[src/rtl/quad_enc_emulator.sv]
// quad_enc_emulator: turns step/dir requests into A/B quadrature edges.
// Define QUAD_ENC_EMULATOR_INDEX_EN to add the once-per-rev enc_z output.
module quad_enc_emulator #(
  parameter int PENDBITS = 16,
  parameter int POSBITS  = 32,
  parameter int CPR      = 4000
) (
  input  logic                CLK,
  input  logic                resetn,
  input  logic                enable,
  input  logic                step,
  input  logic                dir,
  input  logic [15:0]         min_period,
  input  logic                clear_overflow,
  output logic                enc_a,
  output logic                enc_b,
`ifdef QUAD_ENC_EMULATOR_INDEX_EN
  output logic                enc_z,
`endif
  output logic [POSBITS-1:0]  position,
  output logic [PENDBITS-1:0] pending,
  output logic                busy,
  output logic                overflow
);

  localparam logic [PENDBITS-1:0] PEND_ONE = PENDBITS'(1);
  localparam logic [PENDBITS-1:0] PEND_MAX =
    {1'b0, {(PENDBITS-1){1'b1}}};
  localparam logic [PENDBITS-1:0] PEND_MIN =
    {1'b1, {(PENDBITS-2){1'b0}}, 1'b1};
  localparam logic [POSBITS-1:0]  POS_ONE  = POSBITS'(1);

  if (CPR < 2) begin : g_cpr_check
    $error("CPR must be at least 2");
  end

  logic [1:0]          phase;
  logic [15:0]         timer;
  logic [15:0]         eff_period;
  logic [15:0]         timer_next;
  logic                expired;
  logic                fire;
  logic                fwd;
  logic                drop;
  logic [PENDBITS-1:0] pend_req;
  logic [PENDBITS-1:0] pend_next;
  logic [1:0]          phase_next;

  // Edge decision, timer and accumulator next-state.
  always_comb begin
    eff_period = (min_period == 16'd0) ? 16'd1 : min_period;
    expired    = (timer >= eff_period);
    fire       = enable && expired && (pending != '0);
    fwd        = ~pending[PENDBITS-1];
    phase_next = fwd ? phase + 2'd1 : phase - 2'd1;
    drop       = step && (dir ? (pending == PEND_MAX)
                              : (pending == PEND_MIN));
    pend_req   = pending;
    if (step && !drop) begin
      pend_req = dir ? pending + PEND_ONE : pending - PEND_ONE;
    end
    pend_next = pend_req;
    if (fire) begin
      pend_next = fwd ? pend_req - PEND_ONE : pend_req + PEND_ONE;
    end
    timer_next = timer + 16'd1;
    if (fire) begin
      timer_next = 16'd1;
    end else if (expired) begin
      timer_next = eff_period;
    end
  end

  // Registered phase, outputs, position and accumulator.
  always_ff @(posedge CLK) begin
    if (!resetn) begin
      phase    <= 2'd0;
      enc_a    <= 1'b0;
      enc_b    <= 1'b0;
      position <= '0;
      pending  <= '0;
      timer    <= 16'd0;
      busy     <= 1'b0;
      overflow <= 1'b0;
    end else begin
      timer   <= timer_next;
      pending <= pend_next;
      busy    <= (pend_next != '0);
      if (drop) begin
        overflow <= 1'b1;
      end else if (clear_overflow) begin
        overflow <= 1'b0;
      end
      if (fire) begin
        phase    <= phase_next;
        enc_a    <= phase_next[1] ^ phase_next[0];
        enc_b    <= phase_next[1];
        position <= fwd ? position + POS_ONE : position - POS_ONE;
      end
    end
  end

`ifdef QUAD_ENC_EMULATOR_INDEX_EN
  localparam int IW = (CPR > 1) ? $clog2(CPR) : 1;
  localparam logic [IW-1:0] IDX_LAST = IW'(CPR - 1);
  localparam logic [IW-1:0] IDX_ONE  = IW'(1);

  logic [IW-1:0] idx_pos;
  logic [IW-1:0] idx_next;

  // Index position one step in the edge direction, wrapping at CPR.
  always_comb begin
    if (fwd) begin
      idx_next = (idx_pos == IDX_LAST) ? '0 : idx_pos + IDX_ONE;
    end else begin
      idx_next = (idx_pos == '0) ? IDX_LAST : idx_pos - IDX_ONE;
    end
  end

  // Index counter and registered Z pulse.
  always_ff @(posedge CLK) begin
    if (!resetn) begin
      idx_pos <= '0;
      enc_z   <= 1'b1;
    end else if (fire) begin
      idx_pos <= idx_next;
      enc_z   <= (idx_next == '0);
    end
  end
`endif

endmodule

[config.mk]
export PLATFORM = sky130hd
export DESIGN_NAME = quad_enc_emulator
export DESIGN_NICKNAME = d
export VERILOG_FILES = /design/src/rtl/quad_enc_emulator.sv
export SDC_FILE = /design/constraint.sdc
export NUM_CORES = 1
export LEC_CHECK = 0
export ABC_AREA = 1
export ABC_CLOCK_PERIOD_IN_PS = 5500
export CAP_MARGIN = 0
export CORE_MARGIN = 5
export CORE_UTILIZATION = 55
export CTS_BUF_LIST = sky130_fd_sc_hd__clkbuf_8
export DETAILED_ROUTE_END_ITERATION = 12
export PLACE_DENSITY = 0.78
export SLEW_MARGIN = 20
export SYNTH_ARGS = -nofsm -noshare
export SYNTH_HDL_FRONTEND = slang
export SYNTH_SLANG_ARGS = --single-unit
export TNS_END_PERCENT = 50
[constraint.sdc]
create_clock -name CLK -period 5.5 [get_ports CLK]
set_clock_uncertainty 0.15 [all_clocks]
set_input_delay 0.55 -clock CLK [delete_from_list [all_inputs] [get_ports CLK]]
set_output_delay 0.55 -clock CLK [all_outputs]
set_load 0.05 [all_outputs]
; After elaboration in Yosys (flattened, before gate mapping)
; Cells that the tools add are included.
[word_totals]
in_bits = 22
reg_bits = 70
elab_cells = 45
output_inout_bits = 52
[classes]
eq_ne = 2
add_sub_neg = 9
order_cmp = 1
reduce_logical = 10
mux = 12
bitwise_logic = 2
[op_table]
columns = operator, count
row1 = $mux W16, 6
row2 = $add A16 B1 Y16 const B, 3
row3 = $add A32 B1 Y32 const B, 1
row4 = $mux W32, 1
row5 = $reduce_bool A16 Y1, 2
row6 = $sub A16 B1 Y16 const B, 2
row7 = $sub A32 B1 Y32 const B, 1
row8 = $eq A16 B15 Y1 const B, 1
row9 = $eq A16 B16 Y1 const B, 1
row10 = $ge A16 B16 Y1, 1
row11 = $logic_not A16 Y1, 1
row12 = $logic_and A1 B1 Y1, 4
row13 = $mux W1, 4
row14 = $add A2 B1 Y2 const B, 1
row15 = $mux W2, 1
row16 = $reduce_bool A2 Y1, 1
row17 = $reduce_or A2 Y1, 1
row18 = $sub A2 B1 Y2 const B, 1
row19 = $logic_not A1 Y1, 1
row20 = $not A1 Y1, 1
row21 = $xor A1 B1 Y1, 1

; Logic depth before layout (Yosys ltp)
; Gate-level depths: netlist of the first run.
[depth]
ltp_word = 10
depth_mapped = 28
ltp_nobuf = 27

; Worst setup path before layout of the first run
; No wires, ideal clock.
[synth_path]
path_kind = register to register
start = register pending[15]
end = register busy
arrival_time_ps = 3646
slack_ps = 1590
required_time_ps = 5237
path_buffers = 2
stages_incl_launch_ff = 24
cell_sequence = dfxtp_1 -> buf_6 -> xnor2_2 -> nor2_2 -> nand2_2 -> nand2_4 -> buf_6 -> a21oi_1 -> o21ai_0 -> o21ai_0 -> inv_1 -> ha_1 -> a21oi_1 -> a21boi_0 -> nand3_1 -> xor2_1 -> nand2_1 -> nand2_1 -> nor2_1 -> nand3_1 -> nor2_1 -> nand4_1 -> nand2_1 -> nand2_1
[synth_between]
elab_chain_len = 10
elab_cells_between_ends = 17
classes_between = 4 x add/sub / 2 x eq/ne / 5 x mux / 6 x reduce/logical
[synth_lines]
columns = item, line
row1 = "start, declared", 21  ; output logic [PENDBITS-1:0] pending,
row2 = "start signal, assigned", 87  ; pending <= pend_next;
row3 = "parallel branches: the longest is 8 deep, another holds $sub A16 B1 Y16", -
row4 = $mux W16 *, 63  ; if (fire) begin
row5 = $reduce_bool A16 Y1 *, 88  ; busy <= (pend_next != '0);
row6 = "end signal, assigned", 88
row7 = "end, declared", 22  ; output logic busy,
; Mark *: on every way between the ends.
; A chain may end at the register's enable or synchronous reset.

; Final worst setup path of the first run
[layout_path]
start = input port dir
end = register busy
[layout_between]
elab_chain_len = 9
elab_cells_between_ends = 11
classes_between = 2 x add/sub / 5 x mux / 4 x reduce/logical
[layout_lines]
columns = item, line
row1 = "start, declared", 12  ; input logic dir,
row2 = $mux W1, 56  ; drop = step && (dir ? (pending == PEND_MAX)
row3 = $logic_and A1 B1 Y1, 56
row4 = $logic_not A1 Y1, 59  ; if (step && !drop) begin
row5 = $logic_and A1 B1 Y1, 59
row6 = $mux W16 *, 59
row7 = $sub A16 B1 Y16 or $add A16 B1 Y16 (tied branches), 64  ; pend_next = fwd ? pend_req - PEND_ONE : pend_req + PEND_ONE;
row8 = $mux W16, 64
row9 = $mux W16 *, 63
row10 = $reduce_bool A16 Y1 *, 88
; Every way passes the cells marked *; elsewhere a longest branch is shown, timed or not.

==> results.yml, run 1 <==
synth:
  syn_inst: 998
  syn-cell-area_mm2: 0.00665
  ys_seq_area_frac: 0.208
  ys_warn_count: 0
  synth_edf_count: 0
  ys_ff_latch: 69
  ys.flop_type: "dfxtp_1"
  synth_fp_nets: 1099
  synthArstFlopShare: 0
  syn_avg_cell_area_um2: 6.66
  yosysUniqueCellTypes: 49
clock_network:
  clock_sinks: 69
  cts_tree: "yes"
  clk_path_buf_depth: 2
  h-tree-depth: 3
  root_buffer: "clkbuf_8"
  clk_latency_ps: 380
  cts_setup_buffers: 0
  clk_pin_slew_ps: 70
  cts_buffers: 9
  cts_resized: 0
  postCtsHoldBufs: 0
hold_path:
  holdPathEnd: "overflow"
  min_path_type: "reg2reg"
  hold_start: "overflow"
  min_delay_path_depth: 2
power:
  p_leak_nw: 3.59
  p_sw_frac: 0.472
  powerDensity_mw_per_mm2: 318
  seq_power_share: 0.259
  p_clk_frac: 0.188
  comb_power_share: 0.553
  p_switching_mw: 1.15
  ir_drop_mv: 0.187
  internal_power_mw: 1.28
  power_mw: 2.43
grt:
  grt_pass1_vias: 6569
  grt_usage: 0.258
  grt_pass1_wl_um: 30800
  grt_max_degree: 75
  antenna_found_initial: 0
  grt.overflow.total: 0
placed_design:
  place_area_mm2: 0.00741
  pre_cts_ws_ps: 452
  dp_cells: 1197
  dpl.hpwl_um: 13700
  io_buffers: 73
  globalplace.congestion: 0.926
floorplanning:
  dieArea_mm2: 0.0144
  die_h_um: 120
  ios: 74
  rows: 40
  core_area_mm2: 0.0119
  die_width_um: 120
  start_util: 0.558
run_status:
  outcome: "completed"
routing:
  drc: 0
  vias: 6806
  routed_wl_um: 17700
  first_pass_iters: 5
  drt_iter0_drc: 506
  wl_per_cell_um: 14.6
  vias_per_cell: 5.61
  ant_nets: 0
setup_path:
  r2r_end: "busy"
  critPathLaunchType: "primary input"
  reg2reg_slack_ps: 1560
  required_ps: 5620
  crit_type: "in2reg"
  crit_arrival_ps: 4820
  r2r-start: "pending[1]"
  path_max_fanout: 18
  endpoint_kind: "flip-flop"
  reg2regPathDepth: 23
sta:
  setup_tns_ps: 0
  max_freq_mhz: 213
  finalCritPeriodShare: 0.854
  max_slew_margin: 0.547
  slew_violations: 0
  worst_slack_ps: 804
  worstMarginPinSlew_ps: 679
  period_needed_ps: 4700
  hold_violations: 0
  setup_viol: 0
  rsz0062_at_grt: "false"
cells_and_area:
  layout.area.seq_mm2: 0.00138
  fin_nets: 1162
  multi_input_area_mm2: 0.00469
  drive_gt1_frac: 0.0422
  diodes: 0
  stdcell_count: 1213
  nFillCells: 1166
  area_growth_pct: 14.7
  design_area_mm2: 0.00762
  mostFrequentLayoutCell: "nand2_1"
  final_cell_mix: "216 x nand2_1, 125 x a21oi_1, 101 x inv_1"
run:
  drv_cap: 0
synth_stat cells, types with 2 or more instances:
library cell  instances  area [um2]
and2_1                2        12.5
a21boi_0              6        45.0
nand3_1              58         290
a21o_1                6        45.0
nand4_1              10        62.6
nand2_1             216         811
a31oi_1               2        12.5
o21bai_1              8        60.1
or2_0                 2        12.5
inv_1               100         375
nor4_1               10        62.6
o211ai_1              4        30.0
buf_6                 7        78.8
nand3b_1              7        52.6
xor2_1               29         254
inv_2                 2        7.51
a221oi_1              2        17.5
nand3_2               3        30.0
clkbuf_1             10        37.5
nor3_2                2        20.0
dfxtp_1              69        1380
fa_1                  3        60.1
o21ai_1               4        20.0
xnor2_1              23         201
nor2_1               79         297
ha_1                 76         951
o21ai_0              80         400
inv_4                 2        12.5
o21a_1                7        52.6
nand2_2               7        43.8
a21oi_1             125         626
o21ai_2               2        17.5
buf_2                 4        20.0
nor3_1               14        70.1
a211oi_1              3        22.5
per-stage QoR:
stage                     hold WS (ps)  utilization
after floorplan                    299            -
after global placement             307        0.622
after detailed placement           316        0.622
after CTS                          327        0.640
after global routing               364        0.640
final                              329        0.640
metal layers:
layer  GRT usage  wire length (um)  vias up
li1            -                 -     3513
met1       0.340              8430     3064
met2       0.422              7990      187
met3      0.0509               791       42
met4      0.0895               544        0
met5           0                 0        -
power by group through the flow:
stage | Sequential (mW) | Clock (mW) | Combinational (mW)
2_1_floorplan | 0.767 | 0 | 0.875
3_3_place_gp | 0.638 | 0 | 1.31
3_5_place_dp | 0.638 | 0 | 1.32
4_1_cts | 0.627 | 0.462 | 1.33
5_1_grt | 0.637 | 0.487 | 1.50
6_report | 0.629 | 0.456 | 1.34
area by class of cell:
type	count	share of cell area
multi-input combinational	801	0.616
sequential	69	0.181
timing repair buffer	75	0.0978
inverter	105	0.0530
tap	147	0.0241
clock buffer	12	0.0217
clock inverter	4	0.00607
critical path, stage by stage:
cell             delay, ps
clkdlybuf4s50_1        570
inv_1                  280
ha_1                   430
ha_1                   160
nand2_1                 50
nor2_1                 120
nand2_1                 80
nor2_2                 110
nand2_2                 80
nand2_4                190
inv_6                  100
a31oi_1                340
ha_1                   350
a21oi_1                230
nor2_1                  70
nor2_1                 160
inv_1                   60
a21oi_1                150
o21ai_0                140
xor2_1                 150
nand2_1                 70
nand2_1                140
nand4_1                100
nand2_1                 70
nand2_1                 40
kinds of logic after synthesis:
logic type      count (synthesis)  synth area share
compound gates                253             0.209
xor+xnor                       53            0.0710
fa+ha+maj                      79             0.152
buf+inv                       128            0.0857
flops                          69             0.208
simple gates                  416             0.274
state kept, by name, indices dropped and copies added, names as in the netlist:
register  flops
busy          1
phase         1
enc_a         1
timer        16
enc_b         1
position     32
pending      16
overflow      1
worst max-delay path by stage:
stage	from	endpoint	slack, ps	cells past startpoint
floorplan	pending[15]	busy	1590	23
global placement	dir	busy	430	25
detailed placement	dir	busy	450	25
CTS	dir	busy	840	25
global route	dir	busy	400	25
finish	dir	busy	800	25
(Power assumes the default switching activity.)
==> inputs of run 2 (changes only) <==
--- a/config.mk
+++ b/config.mk
@@ -9,10 +9,10 @@
 export ABC_CLOCK_PERIOD_IN_PS = 5500
 export CAP_MARGIN = 0
 export CORE_MARGIN = 5
-export CORE_UTILIZATION = 55
+export CORE_UTILIZATION = 64
 export CTS_BUF_LIST = sky130_fd_sc_hd__clkbuf_8
 export DETAILED_ROUTE_END_ITERATION = 12
-export PLACE_DENSITY = 0.78
+export PLACE_DENSITY = 0.89
 export SLEW_MARGIN = 20
 export SYNTH_ARGS = -nofsm -noshare
 export SYNTH_HDL_FRONTEND = slang
==> run 2 against run 1 <==
  * Cell area is 0.25% lower
  * Count of clock-buffer cells in the layout is 3 lower
  * Clock power about the same
  * Utilization grew 10 points
  * Non-clock buffer count stayed put
  * Highest routed layer unchanged
==> results.yml, run 2 (synthesis gave the netlist of run 1 again) <==
setup_path:
  crit_chain: "clkdlybuf4s50_1, inv_1, ha_1, nand2_1, nor2_1, and2_2, nand2_2, nand2_4, inv_6, a31oi_1, ha_1, a21oi_1, o21ai_0, nand3_1, nand3_1, xor2_1, nand2_1, nand2_1, nor2_1, nand3_1, nor2_1, nand4_1, nand2_1, nand2_1"
  crit_arrival_ps: 4670
  required_ps: 5600
  slowest_delay_ps: 570
  r2r-start: "pending[0]"
  crit_buf_inv: 3
  cp_common_cell: "nand2_1"
  endpoint_kind: "flip-flop"
  slowest_stage: "clkdlybuf4s50_1"
  crit_type: "in2reg"
  setup.worst_path.start: "dir"
  critPathLaunchType: "primary input"
  cp_top_family: "simple AND/OR/NAND/NOR gates"
  path_max_fanout: 18
sta:
  hold_ws_ps: 327
  max_slew_margin: 0.567
  period_needed_ps: 4570
  slew_violations: 0
  finalCritPeriodShare: 0.830
  rsz0062_at_grt: "false"
  setup_tns_ps: 0
  hold_violations: 0
  worstMarginPinSlew_ps: 650
  max_freq_mhz: 219
  setup_viol: 0
cells_and_area:
  fin_nets: 1162
  largest_register_ffs: 32
  top_register: "position"
  top_regs: "position: 32 flops, pending: 16 flops, timer: 16 flops"
  mostFrequentLayoutCell: "nand2_1"
  area_growth_pct: 14.4
  post-route-util: 0.743
  drive_gt1_frac: 0.0413
  final_cell_mix: "216 x nand2_1, 125 x a21oi_1, 102 x inv_1"
  diodes: 0
floorplanning:
  start_util: 0.650
  die_width_um: 112
  dieArea_mm2: 0.0125
  core_area_mm2: 0.0102
  rows: 37
  die_h_um: 112
  ios: 74
run_status:
  outcome: "completed"
routing:
  routed_wl_um: 17400
  ant_nets: 0
  drc: 0
  first_pass_iters: 5
  vias_per_cell: 5.69
  drt_iter0_drc: 470
  vias: 6842
  wl_per_cell_um: 14.5
grt:
  grt_pass1_vias: 6655
  grt_max_degree: 75
  antenna_found_initial: 0
  grt.overflow.total: 0
  grt_pass1_wl_um: 29600
  grt_usage: 0.280
clock_network:
  clock_sinks: 69
  root_buffer: "clkbuf_8"
  cts_buffers: 9
  cts_tree: "yes"
  cts_resized: 0
  h-tree-depth: 3
  cts_setup_buffers: 0
  postCtsHoldBufs: 0
  clk_latency_ps: 370
  clk_path_buf_depth: 2
  clk_pin_slew_ps: 70
placed_design:
  globalplace.congestion: 0.947
  dpl.hpwl_um: 13300
  io_buffers: 73
hold_path:
  min_path_type: "reg2reg"
  hold_start: "overflow"
run:
  drv_cap: 0
power:
  p_leak_nw: 3.60
  powerDensity_mw_per_mm2: 319
  ir_drop_mv: 0.254
run 2: cell count changes in the layout (fill, tap and decap cells not counted):
cell,before,now
bufinv_16,1,2
clkbuf_8,12,9
clkinv_2,1,3
clkinvlp_4,1,0
inv_1,101,102
run 2: metal layers:
metal / part of all wire / track usage
met5: 0 / 0
met4: 0.029 / 0.112
met3: 0.055 / 0.0576
met2: 0.46 / 0.465
met1: 0.45 / 0.356
run 2: worst paths after layout:
check | end | slack (ps) | cells past startpoint
worst max-delay path | busy | 930 | 24
worst min-delay path | overflow | 330 | 2
worst max register to register | busy | 1500 | 26
worst min register to register | overflow | 330 | 2
run 2: stage by stage:
step	std cells	total power [mW]	setup WS, ps	cell area, um2
2_1_floorplan	998	1.64	1590	6650
3_3_place_gp	1186	1.93	710	7400
3_5_place_dp	1186	1.95	671	7400
4_1_cts	1202	2.41	1020	7600
5_1_grt	1202	2.61	562	7600
6_report	1202	2.42	933	7600
run 2: cell type report:
class	instances	area (um2)
multi-input cells	801	4690
repair buffers	75	746
inverters	105	404
well taps	136	170
flip-flops and latches	69	1380
clock inverters	7	82.6
clock buffers	9	124
fillers	853	2630
run 2: report_power, final:
part / internal (mW) / switching (mW) / total, mW
registers: 0.561 / 0.0686 / 0.629
clock network: 0.250 / 0.204 / 0.454
logic: 0.475 / 0.866 / 1.34
run 2: worst register-to-register path, stage by stage (launching register included):
cell	delay (ps)
dfxtp_1	470
inv_1	210
fa_1	510
inv_1	100
nand3_1	70
nand3_1	180
nand2_1	110
nand2_1	70
nand2_1	40
nand2_1	60
nand2_1	50
o21ai_1	70
inv_1	80
ha_1	360
nand2_1	120
nor2_1	150
inv_1	70
nor3_1	130
nand3_1	130
nand2_1	100
nand2_1	60
nand3_1	120
nand2_1	80
nor3_2	150
nand4_1	100
nand2_1	70
nand2_1	50
==> inputs of run 3 (changes only) <==
--- a/config.mk
+++ b/config.mk
@@ -6,13 +6,13 @@
 export NUM_CORES = 1
 export LEC_CHECK = 0
 export ABC_AREA = 1
-export ABC_CLOCK_PERIOD_IN_PS = 5500
+export ABC_CLOCK_PERIOD_IN_PS = 4600
 export CAP_MARGIN = 0
 export CORE_MARGIN = 5
-export CORE_UTILIZATION = 64
+export CORE_UTILIZATION = 59
 export CTS_BUF_LIST = sky130_fd_sc_hd__clkbuf_8
 export DETAILED_ROUTE_END_ITERATION = 12
-export PLACE_DENSITY = 0.89
+export PLACE_DENSITY = 0.83
 export SLEW_MARGIN = 20
 export SYNTH_ARGS = -nofsm -noshare
 export SYNTH_HDL_FRONTEND = slang
==> constraint.sdc (replaced) <==
create_clock -name CLK -period 4.6 [get_ports CLK]
set_clock_uncertainty 0.15 [all_clocks]
set_input_delay 0.46 -clock CLK [delete_from_list [all_inputs] [get_ports CLK]]
set_output_delay 0.46 -clock CLK [all_outputs]
set_load 0.05 [all_outputs]
==> run 3 against run 2 <==
  * Largest cell class unchanged
  * Wire length grew 3.8%
  * Global-route usage shrank 0.51 points
  * First-iteration DRC count shrank 4.7%
  * Die area grew 7.7%
  * Largest power group unchanged
  * Critical endpoint unchanged
  * Non-clock buffer count grew 16
  * Clock power grew 14%
  * Sequential power grew 19%
  * Via count grew 1.3%
  * Sequential cell count is the same
==> results.yml, run 3 (synthesis gave the netlist of run 1 again) <==
placed_design:
  io_buffers: 73
  dp_cells: 1204
  globalplace.congestion: 0.961
  dpl.hpwl_um: 13900
sta:
  finalCritPeriodShare: 0.942
  hold_violations: 0
  hold_ws_ps: 319
  period_needed_ps: 4330
  max_freq_mhz: 231
  worstMarginPinSlew_ps: 761
  slew_violations: 0
  max_slew_margin: 0.492
  setup_viol: 0
cells_and_area:
  stdcell_count: 1221
  mostFrequentLayoutCell: "nand2_1"
  largest_register_ffs: 32
  multi_input_area_mm2: 0.00470
  fin_nets: 1178
  diodes: 0
  nFillCells: 991
  final_cell_mix: "216 x nand2_1, 125 x a21oi_1, 101 x inv_1"
  post-route-util: 0.708
  layout.area.seq_mm2: 0.00138
  drive_gt1_frac: 0.0574
  top_regs: "position: 32 flops, pending: 16 flops, timer: 16 flops"
  top_register: "position"
  area_growth_pct: 16.5
grt:
  grt_pass1_vias: 6505
  grtUsageMet3: 0.0528
  grt.busiest_layer: "met2"
  grt.overflow.total: 0
  grt_pass1_wl_um: 30200
  met2_usage: 0.443
  use_met1: 0.371
  grt_max_degree: 43
  antenna_found_initial: 0
  grt_usage: 0.275
power:
  p_switching_mw: 1.40
  comb_power_share: 0.569
  ir_drop_mv: 0.262
  powerDensity_mw_per_mm2: 380
  p_leak_nw: 3.66
  internal_power_mw: 1.53
  p_sw_frac: 0.478
  p_clk_frac: 0.176
  power_mw: 2.94
  seq_power_share: 0.255
clock_network:
  clk_latency_ps: 380
  cts_tree: "yes"
  h-tree-depth: 3
  clk_pin_slew_ps: 80
  clk_path_buf_depth: 2
  cts_buffers: 9
  postCtsHoldBufs: 0
  root_buffer: "clkbuf_8"
  clock_sinks: 69
run:
  drv_cap: 0
floorplanning:
  core_area_mm2: 0.0109
  dieArea_mm2: 0.0135
  ios: 74
  start_util: 0.608
  die_width_um: 116
  rows: 38
  die_h_um: 116
setup_path:
  required_ps: 4730
  crit_type: "in2reg"
  critPathLaunchType: "primary input"
  reg2regPathDepth: 19
  endpoint_kind: "flip-flop"
  crit_arrival_ps: 4460
  path_max_fanout: 14
routing:
  ant_nets: 0
  drc: 0
  vias: 6932
  wl_per_cell_um: 14.8
  first_pass_iters: 5
  drt_iter0_drc: 448
  vias_per_cell: 5.68
  routed_wl_um: 18100
hold_path:
  min_path_type: "reg2reg"
  min_delay_path_depth: 2
run_status:
  outcome: "completed"
-- run 3: changes by cell type in the layout (fill, tap and decap cells not counted), sizes merged --
cell / delta
inv: -1
buf: +16
clkinv: -2
clkinvlp: +2
bufinv: -1
clkbuf: +1
-- run 3: repair_timing --
action / in CTS / in global routing
gates resized for setup: 0 / 4
buffers inserted: 0 / 2
endpoints found under the setup margin: 0 / 1
endpoints found under the hold margin: 0 / 0
-- run 3: through the flow --
stage          TNS [ps]  setup slack [ps]  cell area, um2
2_1_floorplan         0               690            6650
3_3_place_gp      -16.7             -16.7            7510
3_5_place_dp      -56.4             -56.4            7510
4_1_cts               0               348            7700
5_1_grt           -39.7             -39.7            7740
6_report              0               268            7740
-- run 3: cell type report --
cell class | instances | area share
tap | 140 | 0.0226
timing repair buffer | 91 | 0.114
clock inverter | 5 | 0.00695
clock buffer | 10 | 0.0178
sequential | 69 | 0.179
multi-input combinational | 801 | 0.608
inverter | 105 | 0.0527
-- run 3: final timing paths --
check	start	to	slack, ps
worst max register to register	pending[0]	busy	730
worst min-delay path	overflow	overflow	320
worst max-delay path	dir	busy	270
worst min register to register	overflow	overflow	320
-- run 3: critical path: stages --
cell             delay (ps)
clkdlybuf4s50_1         520
clkinvlp_4              110
buf_12                  150
ha_1                    320
ha_1                    190
nand2_1                  50
nor2_1                   40
nand2_1                  60
nor2_2                   40
nand2_2                  90
nand2_4                 100
buf_4                   190
o21ai_0                 290
ha_1                    360
a21oi_1                 210
o21ai_0                 140
nor2_1                  260
buf_4                   170
o21ai_0                 120
xor2_1                  150
nand2_1                  60
nand2_1                 120
nand4_1                 100
nand2_1                  70
nand2_1                  50
-- run 3: power groups by stage --
stage | registers (mW) | clock network, mW | logic [mW]
2_1_floorplan | 0.917 | 0 | 1.05
3_5_place_dp | 0.761 | 0 | 1.62
4_1_cts | 0.748 | 0.523 | 1.64
6_report | 0.749 | 0.518 | 1.67
5_1_grt | 0.759 | 0.552 | 1.85
3_3_place_gp | 0.761 | 0 | 1.60
-- run 3: per-layer routing --
layer	vias to the layer above	share of wire
li1	3550	-
met1	3146	0.47
met2	204	0.45
met3	32	0.056
met4	0	0.023
met5	-	0
